--- config.mk ---
export PLATFORM = sky130hd
export DESIGN_NAME = frame_transmit_bdeduffy_flat
export DESIGN_NICKNAME = d
export VERILOG_FILES = /design/src/rtl/frame_transmit_bdeduffy_if.sv /design/src/rtl/frame_transmit_bdeduffy.sv /design/src/flat_wrapper.sv
export SDC_FILE = /design/constraint.sdc
export NUM_CORES = 1
export LEC_CHECK = 0
export CORE_UTILIZATION = 59
export DETAILED_ROUTE_END_ITERATION = 10
export PLACE_DENSITY_LB_ADDON = 0.12
export SYNTH_ARGS = -nofsm -noshare
export SYNTH_HDL_FRONTEND = slang
export SYNTH_SLANG_ARGS = --single-unit
--- constraint.sdc ---
create_clock -name clk -period 2.9 [get_ports clk]
set_input_delay 0.58 -clock clk [delete_from_list [all_inputs] [get_ports clk]]
set_output_delay 0.58 -clock clk [all_outputs]
set_load 0.03 [all_outputs]
--- src/rtl/frame_transmit_bdeduffy_if.sv ---
// rtl/frame_transmit_bdeduffy_if.sv - word input and serial line/status bundle for the return-path transmitter
interface frame_transmit_bdeduffy_if #(
    parameter int DATA_W = 10
);
    logic              data_valid;
    logic [DATA_W-1:0] data_in;
    logic              enable;
    logic              tx_out;
    logic              busy;
    logic              fifo_full;
    logic              overflow;

    modport master (
        output data_valid,
        output data_in,
        output enable,
        input  tx_out,
        input  busy,
        input  fifo_full,
        input  overflow
    );

    modport slave (
        input  data_valid,
        input  data_in,
        input  enable,
        output tx_out,
        output busy,
        output fifo_full,
        output overflow
    );
endinterface

--- src/rtl/frame_transmit_bdeduffy.sv ---
// rtl/frame_transmit_bdeduffy.sv - queued serial return-path transmitter (start, data LSB first, even parity, stop)
module frame_transmit_bdeduffy #(
    parameter int DATA_W     = 10,
    parameter int BAUD_DIV   = 4,
    parameter int FIFO_DEPTH = 4
) (
    input logic                    clk,
    input logic                    clr,
    frame_transmit_bdeduffy_if.slave tx_if
);
    localparam int AW  = $clog2(FIFO_DEPTH);
    localparam int BCW = (BAUD_DIV > 1) ? $clog2(BAUD_DIV) : 1;
    localparam int BTW = (DATA_W > 1) ? $clog2(DATA_W) : 1;
    localparam logic [BCW-1:0] BAUD_LAST = BCW'(BAUD_DIV - 1);
    localparam logic [BTW-1:0] BIT_LAST  = BTW'(DATA_W - 1);
    localparam logic [AW:0]    DEPTH_CNT = (AW + 1)'(FIFO_DEPTH);

    typedef enum logic [2:0] {
        S_IDLE,
        S_START,
        S_DATA,
        S_PARITY,
        S_STOP
    } state_t;

    state_t            state_q, state_d;
    logic [BCW-1:0]    baud_q, baud_d;
    logic [BTW-1:0]    bit_q, bit_d;
    logic [DATA_W-1:0] shift_q, shift_d;
    logic              parity_q, parity_d;
    logic              tx_q, tx_d;
    logic              overflow_q, overflow_d;
    logic [AW:0]       wr_ptr_q, wr_ptr_d;
    logic [AW:0]       rd_ptr_q, rd_ptr_d;
    logic [DATA_W-1:0] mem_q [FIFO_DEPTH];
    logic [DATA_W-1:0] mem_d [FIFO_DEPTH];

    logic              fifo_empty;
    logic              fifo_full;
    logic [AW:0]       fifo_count;
    logic [DATA_W-1:0] fifo_head;
    logic              pop;
    logic              push;
    logic              baud_last;
    logic              can_start;
    logic [BCW-1:0]    baud_step;

    // Extra pointer MSB distinguishes a full queue from an empty one.
    assign fifo_count = wr_ptr_q - rd_ptr_q;
    assign fifo_empty = (wr_ptr_q == rd_ptr_q);
    assign fifo_full  = (fifo_count == DEPTH_CNT);
    assign fifo_head  = mem_q[rd_ptr_q[AW-1:0]];

    assign baud_last = (baud_q == BAUD_LAST);
    assign baud_step = baud_last ? '0 : baud_q + 1'b1;
    assign can_start = !fifo_empty && tx_if.enable;

    always_comb begin
        state_d  = state_q;
        baud_d   = baud_q;
        bit_d    = bit_q;
        shift_d  = shift_q;
        parity_d = parity_q;
        pop      = 1'b0;

        case (state_q)
            S_IDLE: begin
                baud_d = '0;
                bit_d  = '0;
                if (can_start) begin
                    pop      = 1'b1;
                    state_d  = S_START;
                    shift_d  = fifo_head;
                    parity_d = ^fifo_head;
                end
            end
            S_START: begin
                baud_d = baud_step;
                if (baud_last) begin
                    state_d = S_DATA;
                end
            end
            S_DATA: begin
                baud_d = baud_step;
                if (baud_last) begin
                    shift_d = shift_q >> 1;
                    if (bit_q == BIT_LAST) begin
                        bit_d   = '0;
                        state_d = S_PARITY;
                    end else begin
                        bit_d = bit_q + 1'b1;
                    end
                end
            end
            S_PARITY: begin
                baud_d = baud_step;
                if (baud_last) begin
                    state_d = S_STOP;
                end
            end
            S_STOP: begin
                baud_d = baud_step;
                if (baud_last) begin
                    // Chain straight into the next start bit when a word is waiting.
                    if (can_start) begin
                        pop      = 1'b1;
                        state_d  = S_START;
                        shift_d  = fifo_head;
                        parity_d = ^fifo_head;
                    end else begin
                        state_d = S_IDLE;
                    end
                end
            end
            default: begin
                state_d = S_IDLE;
                baud_d  = '0;
                bit_d   = '0;
            end
        endcase
    end

    // Line level is derived from the next state so tx_out is a clean flop output.
    always_comb begin
        tx_d = 1'b1;
        case (state_d)
            S_START:  tx_d = 1'b0;
            S_DATA:   tx_d = shift_d[0];
            S_PARITY: tx_d = parity_d;
            default:  tx_d = 1'b1;
        endcase
    end

    // A pop frees a slot at the same edge, so a write to a full queue still lands.
    always_comb begin
        push       = tx_if.data_valid && (!fifo_full || pop);
        overflow_d = overflow_q || (tx_if.data_valid && fifo_full && !pop);
        wr_ptr_d   = wr_ptr_q;
        rd_ptr_d   = rd_ptr_q;
        for (int i = 0; i < FIFO_DEPTH; i++) begin
            mem_d[i] = mem_q[i];
        end
        if (push) begin
            mem_d[wr_ptr_q[AW-1:0]] = tx_if.data_in;
            wr_ptr_d                = wr_ptr_q + 1'b1;
        end
        if (pop) begin
            rd_ptr_d = rd_ptr_q + 1'b1;
        end
    end

    always_ff @(posedge clk) begin
        if (clr) begin
            state_q    <= S_IDLE;
            baud_q     <= '0;
            bit_q      <= '0;
            shift_q    <= '0;
            parity_q   <= 1'b0;
            tx_q       <= 1'b1;
            overflow_q <= 1'b0;
            wr_ptr_q   <= '0;
            rd_ptr_q   <= '0;
        end else begin
            state_q    <= state_d;
            baud_q     <= baud_d;
            bit_q      <= bit_d;
            shift_q    <= shift_d;
            parity_q   <= parity_d;
            tx_q       <= tx_d;
            overflow_q <= overflow_d;
            wr_ptr_q   <= wr_ptr_d;
            rd_ptr_q   <= rd_ptr_d;
        end
    end

    always_ff @(posedge clk) begin
        for (int i = 0; i < FIFO_DEPTH; i++) begin
            mem_q[i] <= mem_d[i];
        end
    end

    assign tx_if.tx_out    = tx_q;
    assign tx_if.busy      = (state_q != S_IDLE);
    assign tx_if.fifo_full = fifo_full;
    assign tx_if.overflow  = overflow_q;
endmodule
--- src/flat_wrapper.sv ---
// flat-port wrapper written by rule: the top's interface ports become plain ports
module frame_transmit_bdeduffy_flat 
#(
    parameter int DATA_W     = 10,
    parameter int BAUD_DIV   = 4,
    parameter int FIFO_DEPTH = 4
)
  (clk, clr, tx_if_data_valid, tx_if_data_in, tx_if_enable, tx_if_tx_out, tx_if_busy, tx_if_fifo_full, tx_if_overflow);
  frame_transmit_bdeduffy_if #(.DATA_W(DATA_W)) tx_if_i ();
  input logic clk;
  input logic clr;
  input wire logic [$bits(tx_if_i.data_valid)-1:0] tx_if_data_valid;
  input wire logic [$bits(tx_if_i.data_in)-1:0] tx_if_data_in;
  input wire logic [$bits(tx_if_i.enable)-1:0] tx_if_enable;
  output wire logic [$bits(tx_if_i.tx_out)-1:0] tx_if_tx_out;
  output wire logic [$bits(tx_if_i.busy)-1:0] tx_if_busy;
  output wire logic [$bits(tx_if_i.fifo_full)-1:0] tx_if_fifo_full;
  output wire logic [$bits(tx_if_i.overflow)-1:0] tx_if_overflow;
  assign tx_if_i.data_valid = tx_if_data_valid;
  assign tx_if_i.data_in = tx_if_data_in;
  assign tx_if_i.enable = tx_if_enable;
  assign tx_if_tx_out = tx_if_i.tx_out;
  assign tx_if_busy = tx_if_i.busy;
  assign tx_if_fifo_full = tx_if_i.fifo_full;
  assign tx_if_overflow = tx_if_i.overflow;
  frame_transmit_bdeduffy #(.DATA_W(DATA_W), .BAUD_DIV(BAUD_DIV), .FIFO_DEPTH(FIFO_DEPTH)) u_core (.clk(clk), .clr(clr), .tx_if(tx_if_i));
endmodule
# After elaboration in Yosys (flattened, before gate mapping)

Memories as Yosys holds them, arrays and structs flattened. A register that Yosys moved wholly into a read port is not among the register bits.
Cells that the tools add are included.

Memories: 1
Bits in writable memories: 40
Memory bits (read-only): 0
Flip-flop bits (word level): 28
Output and inout bits: 4
Latch bits: 0
Bits of input ports: 14
Word-level logic and storage cells: 81

Memories:

| memory       | words | width | rd ports | clocked after Yosys merged registers in | wr ports | RTL line                      | source |
|---|---|---|---|---|---|---|---|
| u_core.mem_q | 4     | 10    | 5        | 1                                       | 4        | frame_transmit_bdeduffy.sv:35 | `logic [DATA_W-1:0] mem_q [FIFO_DEPTH];` |

Divide/modulo/power cells: 0
Bitwise operators: 3
Mux-type cells: 28
Add/subtract/negate cells: 5
$lt $le $gt $ge: 2
Shifts and indexed selects: 0
Equality and inequality tests: 13
Multiply operators: 0
Reduce and logical (&&, ||, !) cells: 19

Operators with widths:

| cell                | number |
|---|---|
| $bwmux 40           | 1 |
| $mux 10             | 4 |
| $mux 40             | 1 |
| $pmux 10 s3         | 1 |
| $demux 10 s2        | 1 |
| $mux 3              | 6 |
| $pmux 3 s5          | 1 |
| $eq 3x2->1 const B  | 4 |
| $reduce_xor 10->1   | 1 |
| $mux 4              | 2 |
| $pmux 4 s2          | 1 |
| $add 3x1->3 const B | 2 |
| $eq 3x1->1 const B  | 2 |
| $eq 3x3->1 const B  | 2 |
| $reduce_bool 3->1   | 2 |
| $reduce_or 3->1     | 2 |
| $logic_and 1x1->1   | 5 |
| $mux 1              | 5 |
| $add 4x1->4 const B | 1 |
| $eq 4x4->1 const B  | 1 |
| $mux 2              | 2 |
| $ne 2x1->1 const B  | 2 |
| $pmux 1 s2          | 2 |
| $reduce_or 4->1     | 1 |
| 14 further kinds    | 18 |

# Logic depth before layout (Yosys ltp)

Gate-level depths: netlist (run 1).

Depth after elaboration: 9
Gate-level depth with buffers: 7
Mapped depth without buffers: 7

# Worst setup path before layout (run 1)

No wires, ideal clock.

Path kind: register to register
From: reg, netlist name u_core.wr_ptr_q[0]
To: mem u_core.mem_q[3][0] (enable)
Path slack: 597 ps
Required time: 2524 ps
Arrival: 1927 ps
Library setup time: 376 ps
Clock period less this slack: 2303 ps
Stages on the path, launching flop included: 7
Path buffers: 0
Cell sequence: dfxtp_1 -> inv_1 -> ha_1 -> and2_1 -> a2111oi_4 -> o31ai_2 -> nor2_1

RTL lines:

| element          | RTL line |
|---|---|
| end: declaration | frame_transmit_bdeduffy.sv:35 |

# Worst setup path in the final report (run 1)

From: reg u_core.wr_ptr_q[0]
To: out tx_if_fifo_full

Word-level cells in the longest chain between the ends: 2

RTL lines:

| element                  | RTL line                       | source |
|---|---|---|
| start: declaration       | frame_transmit_bdeduffy.sv:33  | `logic [AW:0] wr_ptr_q, wr_ptr_d;` |
| start signal: assignment | frame_transmit_bdeduffy.sv:171 | `wr_ptr_q <= wr_ptr_d;` |
| $sub 3x3->3              | frame_transmit_bdeduffy.sv:49  | `assign fifo_count = wr_ptr_q - rd_ptr_q;` |
| $eq 3x3->1               | frame_transmit_bdeduffy.sv:51  | `assign fifo_full = (fifo_count == DEPTH_CNT);` |
| end: declaration         | flat_wrapper.sv:17             | `output wire logic [$bits(tx_if_i.fifo_full)-1:0] tx_if_fifo_full;` |

No other way between the ends.

==> metrics.txt, run 1 <==
initial antenna violation count=0; CTS clk-pin slew, worst paths=0.07 ns; GRT overflow=0; placed cells=321; GP Congestion=0.8022; initial DRC count=170; largest net degree at the start of global routing=17; Syn Inst Count=238; post-route cell area=0.003616 mm²; worst path bufs/invs=2; Slew headroom=46.32%; MaxCap Viol Count=0; post-DP HPWL=3760 µm; Main synth FF type=edfxtp_1; Period minus WS final=2.661 ns; CTS root buf=clkbuf_8; Setup Skew=0.009533 ns; Post-CTS Setup Bufs=0; IO Port Bufs=17; crit path cell chain=inv_1, ha_1, nor2b_1, xnor2_1, nor2_1, clkdlybuf4s50_1; register area=0.001802 mm²; final core utilization=70.80%; standard-cell rows=26; Slowest cell on crit path=clkdlybuf4s50_1; fraction of layout cells with a size suffix above 1=11.99%; Seq/Total Area, Yosys=57.65%; HP Class=reg -> reg; GRT Util Overall=22.21%; post-DR vias/cell=5.721; fin crit share=91.78%; delay-heaviest family, CP=buffers and inverters; cts repair resizes=0; Layout area overhead=15.69%; Routed wire per std cell=16.06 µm; placed cell area=0.003372 mm²; Die Ht=74.79 µm; CP max stage delay=0.68 ns; Antenna diodes=0; final hold slack=0.4254 ns; PwrDens=889.5 mW/mm²; Max Slew Vio Count=0; H-tree Lvls=3; Total Power=3.216 mW; I/O pins=18; # hold bufs at CTS=0; DR vias=1928; Syn Nets=262; worst slew pin tran=0.7984 ns; worst skew pair latency=0.34 ns; Routed WL=5413 µm; core area=0.005107 mm²; Die X-Extent=74.79 µm; post-route ant nets=0; EDFF count, synth=40; Max VDD drop=627.6 µV; drt first pass iters=6; status=finished, final reports clean; post-synthesis cell type count=44; fin cells=337; count of final hold-check violations=0; Async SR Flop Fraction=0%; post-synthesis average cell area=13.13 µm²; Synth warnings=0; Initial Util=61.20%; clk buf depth=2; # fillers=374; number of synthesized register bits=70; footprint of the multi-input gates=0.001230 mm²; area of the mapped netlist=0.003125 mm²; LEAKAGE=1.279 nW; setup_tns=0 ns; Final setup viols=0; # DRC=0; Fmax=375.7 MHz; vias in the first global route=1844; Arr. time, crit path=2.08 ns; TritonCTS clock tree=yes; Worst Path Max Fanout=4; Place WS=0.3971 ns; CP Capture Type=output port; WP data required=2.32 ns; nets@finish=286; Critical Setup Path Class=reg -> out; die area=0.005593 mm²; cts bufs inserted=9; RSZ-0062 raised after global routing=no; Startpoint Class=register; Clock Sinks=70; worst setup margin=0.2385 ns; first-pass GRT wire length=8838 µm
==> worst paths after layout <==
check | startpoint | to | slack (ns) | cells after the start
max | u_core.wr_ptr_q[0] | tx_if_fifo_full | 0.24 | 6
min | u_core.baud_q[0] | u_core.baud_q[0] | 0.43 | 1
min reg2reg | u_core.baud_q[0] | u_core.baud_q[0] | 0.43 | 1
max reg2reg | u_core.wr_ptr_q[0] | u_core.mem_q[2][1] | 0.51 | 7
==> cell usage in the layout (no fill, tap or decap), types with 2 or more instances in the layout <==
master            n
a211oi_1          2
a21o_1            2
a21oi_1          10
a222oi_1          8
and2_1            4
buf_4             6
bufinv_16         3
clkbuf_8          9
clkdlybuf4s50_1  17
clkinv_4          2
dfxtp_1          30
edfxtp_1         40
ha_1             10
inv_1            10
mux2i_1           4
mux4_1            7
mux4_2            3
nand2_1           5
nand2b_1          4
nand3_1           2
nor2_1           32
nor2b_1           5
nor3_1            5
o21ai_0           7
o31ai_1           2
or2_2             2
or3_1             3
xnor2_1          11
xor2_1            5
==> final cells by class <==
class | count | share of cell area, %
inverter | 10 | 1.038
tap | 70 | 2.422
timing repair buffer | 23 | 5.952
clock buffer | 9 | 3.426
clock inverter | 7 | 3.322
sequential | 70 | 49.83
multi-input combinational | 148 | 34.01
==> Yosys cell counts (all sizes together), types with 2 or more instances <==
master / n / share of area (%)
a222oi: 8 / 2.6
or3: 3 / 0.60
nor2b: 5 / 1.0
a21o: 2 / 0.48
clkbuf: 7 / 1.2
buf: 3 / 0.64
ha: 10 / 4.0
inv: 10 / 1.2
a21oi: 10 / 1.6
nand2b: 4 / 0.80
o31ai: 3 / 0.88
nor2: 32 / 3.8
mux4: 10 / 8.0
or2: 2 / 0.40
xnor2: 12 / 3.6
xor2: 5 / 1.4
a211oi: 3 / 0.88
nand3: 2 / 0.32
o21ai: 7 / 1.1
mux2i: 4 / 1.3
and2: 4 / 0.80
nand2: 5 / 0.60
edfxtp: 40 / 38
nor3: 5 / 0.80
dfxtp: 30 / 19
==> cell families (layout without fill, tap and decap cells) <==
family | count (synthesis) | in the layout | share of synthesized area [%]
flops | 70 | 70 | 57.65
xor+xnor | 18 | 18 | 5.725
compound gates | 41 | 41 | 10.29
mux | 15 | 15 | 9.688
buf+inv | 20 | 49 | 3.002
fa+ha+maj | 10 | 10 | 4.003
simple gates | 64 | 64 | 9.648
==> flip-flops by register name (all words and copies together) (netlist names), named ones only <==
register / count
u_core.state_q: 3
u_core.tx_if.overflow: 1
u_core.parity_q: 1
u_core.baud_q: 2
u_core.mem_q: 40
u_core.tx_if.tx_out: 1
u_core.wr_ptr_q: 3
u_core.shift_q: 10
u_core.bit_q: 4
u_core.rd_ptr_q: 3
==> power breakdown <==
group          switching (mW)  internal, mW
Clock                   0.364         0.574
Combinational           0.481         0.500
Sequential              0.101          1.20
==> worst reg2reg max path, stage by stage (launching register included) <==
cell,delay (ns)
dfxtp_1,0.36
inv_1,0.11
ha_1,0.29
and2_1,0.19
a2111oi_4,0.32
nor3_1,0.11
nor2b_1,0.19
and2_1,0.46
==> layer usage <==
layer	up-vias	part of all wire [%]	global-route usage, %
li1	937	-	-
met4	0	0.46	6.709
met1	939	47	29.49
met2	48	49	34.73
met3	4	4.1	7.764
met5	-	0	0
Power figures use the tool's default switching activity.
==> run 2, diff against run 1 <==
PLACE_DENSITY = 0.89   (was not set)
PLACE_DENSITY_LB_ADDON = not set   (was 0.12)
==> metrics.txt, run 2 (same netlist as run 1, synthesis figures left out) <==
status=finished, final reports clean; Sw Share=33.05%; final core utilization=70.01%; post-DR vias/cell=5.822; cts repair resizes=0; Slew headroom=48.83%; RSZ-0062 raised after global routing=no; Max VDD drop=541.4 µV; core area=0.005107 mm²; commonest non-fill, non-tap cell in the layout=edfxtp_1; share of power burned in registers=41.1%; WP data required=2.32 ns; Startpoint Class=register; standard-cell rows=26; Place WS=0.4027 ns; MaxCap Viol Count=0; GRT overflow=0; post-DP HPWL=3818 µm; Regs by FF count=u_core.mem_q (40), u_core.shift_q (10), u_core.bit_q (4); I/O pins=18; Die X-Extent=74.79 µm; drt first pass iters=11; Initial Util=61.20%; placed cells=321; Slowest cell on crit path=clkdlybuf4s50_1; Critical Setup Path Class=reg -> out; setup_tns=0 ns; # fillers=361; Logic pwr share=32.8%; CP max stage delay=0.67 ns; Worst Path Max Fanout=4; Layout area overhead=14.41%; # DRC=0; die area=0.005593 mm²; worst slew pin tran=0.7595 ns; post-route ant nets=0; DR vias=1962; count of final hold-check violations=0; first-pass GRT wire length=9211 µm; fin crit share=92.22%; Setup Skew=0.01160 ns; vias in the first global route=1952; initial DRC count=181; # hold bufs at CTS=0; initial antenna violation count=0; worst skew pair latency=0.36 ns; Arr. time, crit path=2.09 ns; CP Capture Type=output port; clock share of power=26.1%; Clock Sinks=70; fin cells=337; TritonCTS clock tree=yes; Final setup viols=0; H-tree Lvls=3; PwrDens=878.5 mW/mm²; Period minus WS final=2.674 ns; Routed WL=5708 µm; commonest non-fill, non-tap cells in the layout=40 x edfxtp_1, 32 x nor2_1, 30 x dfxtp_1; cts bufs inserted=9; CTS root buf=clkbuf_8; HP Class=reg -> reg; GRT Util Overall=23.65%; Max Slew Vio Count=0; crit path cell chain=inv_1, ha_1, nor2b_1, xnor2_1, nor2_1, clkdlybuf4s50_1; worst setup margin=0.2257 ns; Routed wire per std cell=16.94 µm; fraction of layout cells with a size suffix above 1=12.36%; internal power=2.103 mW; clk buf depth=2; Switching Power=1.038 mW; max reg flops=40; Post-CTS Setup Bufs=0; Antenna diodes=0; IO Port Bufs=17; largest net degree at the start of global routing=17; LEAKAGE=1.255 nW; CTS clk-pin slew, worst paths=0.08 ns; nets@finish=286; Die Ht=74.79 µm; GP Congestion=0.7985; Fmax=373.9 MHz; Biggest register=u_core.mem_q
[run 2: cell types whose count changed in the layout (fill, tap and decap cells not counted)]
cell,delta
inv_6,+2
clkinv_4,-1
clkinvlp_4,+2
bufinv_16,-2
clkinv_1,-1
[run 2: critical path: cells and delay by family (launching register included)]
kind,cells,cell delay [ns]
xor gates and xnor gates,1,0.16
adders and majority gates,1,0.19
buffers and inverters,2,0.78
DFF,1,0.37
and+or+nand+nor,2,0.23
[run 2: final timing paths]
kind	startpoint	end	slack (ns)	depth (start not counted)
setup / recovery	u_core.wr_ptr_q[0]	tx_if_fifo_full	0.23	6
hold / removal	u_core.baud_q[0]	u_core.baud_q[0]	0.43	1
setup reg to reg	register	u_core.parity_q	0.43	5
hold reg to reg	u_core.baud_q[0]	u_core.baud_q[0]	0.43	1
[run 2: power by group through the flow]
| stage | Sequential (mW) | Clock, mW | Combinational, mW |
|---|---|---|---|
| 6_report | 1.29 | 0.821 | 1.03 |
| 5_1_grt | 1.31 | 0.863 | 1.10 |
| 4_1_cts | 1.29 | 0.823 | 1.02 |
| 3_5_place_dp | 1.31 | 0 | 1.01 |
| 3_3_place_gp | 1.31 | 0 | 0.948 |
| 2_1_floorplan | 1.28 | 0 | 0.811 |
[run 2: cell type report]
class | instances | area [µm²] | share of cell area (%)
Timing Repair Buffer | 23 | 215.2 | 6.018
Inverter | 10 | 37.54 | 1.050
Multi-Input combinational cell | 148 | 1230 | 34.39
Sequential cell | 70 | 1802 | 50.38
Tap cell | 70 | 87.58 | 2.449
Clock inverter | 7 | 80.08 | 2.239
Clock buffer | 9 | 123.9 | 3.464
[run 2: stage by stage]
step	hold slack, ns	power [mW]	area (µm²)
after floorplan	0.3991	2.088	3126
after global routing	0.4639	3.275	3576
after detailed placement	0.4323	2.320	3372
final	0.4320	3.141	3576
after CTS	0.4442	3.137	3576
after global placement	0.4069	2.255	3372
[run 2: per-layer routing]
metal	vias up	global-route usage (%)	wire (µm)
met1	950	28.38	2434
met5	-	0	0
met3	11	4.953	214
met2	61	39.54	2923
li1	940	-	-
met4	0	14.05	135
==> run 3, diff against run 2 <==
GPL_ROUTABILITY_DRIVEN = 0   (was not set)
TNS_END_PERCENT = 5   (was not set)
==> results of run 3 <==
No change in the layout: final DEF, timing and power equal those of run 2.
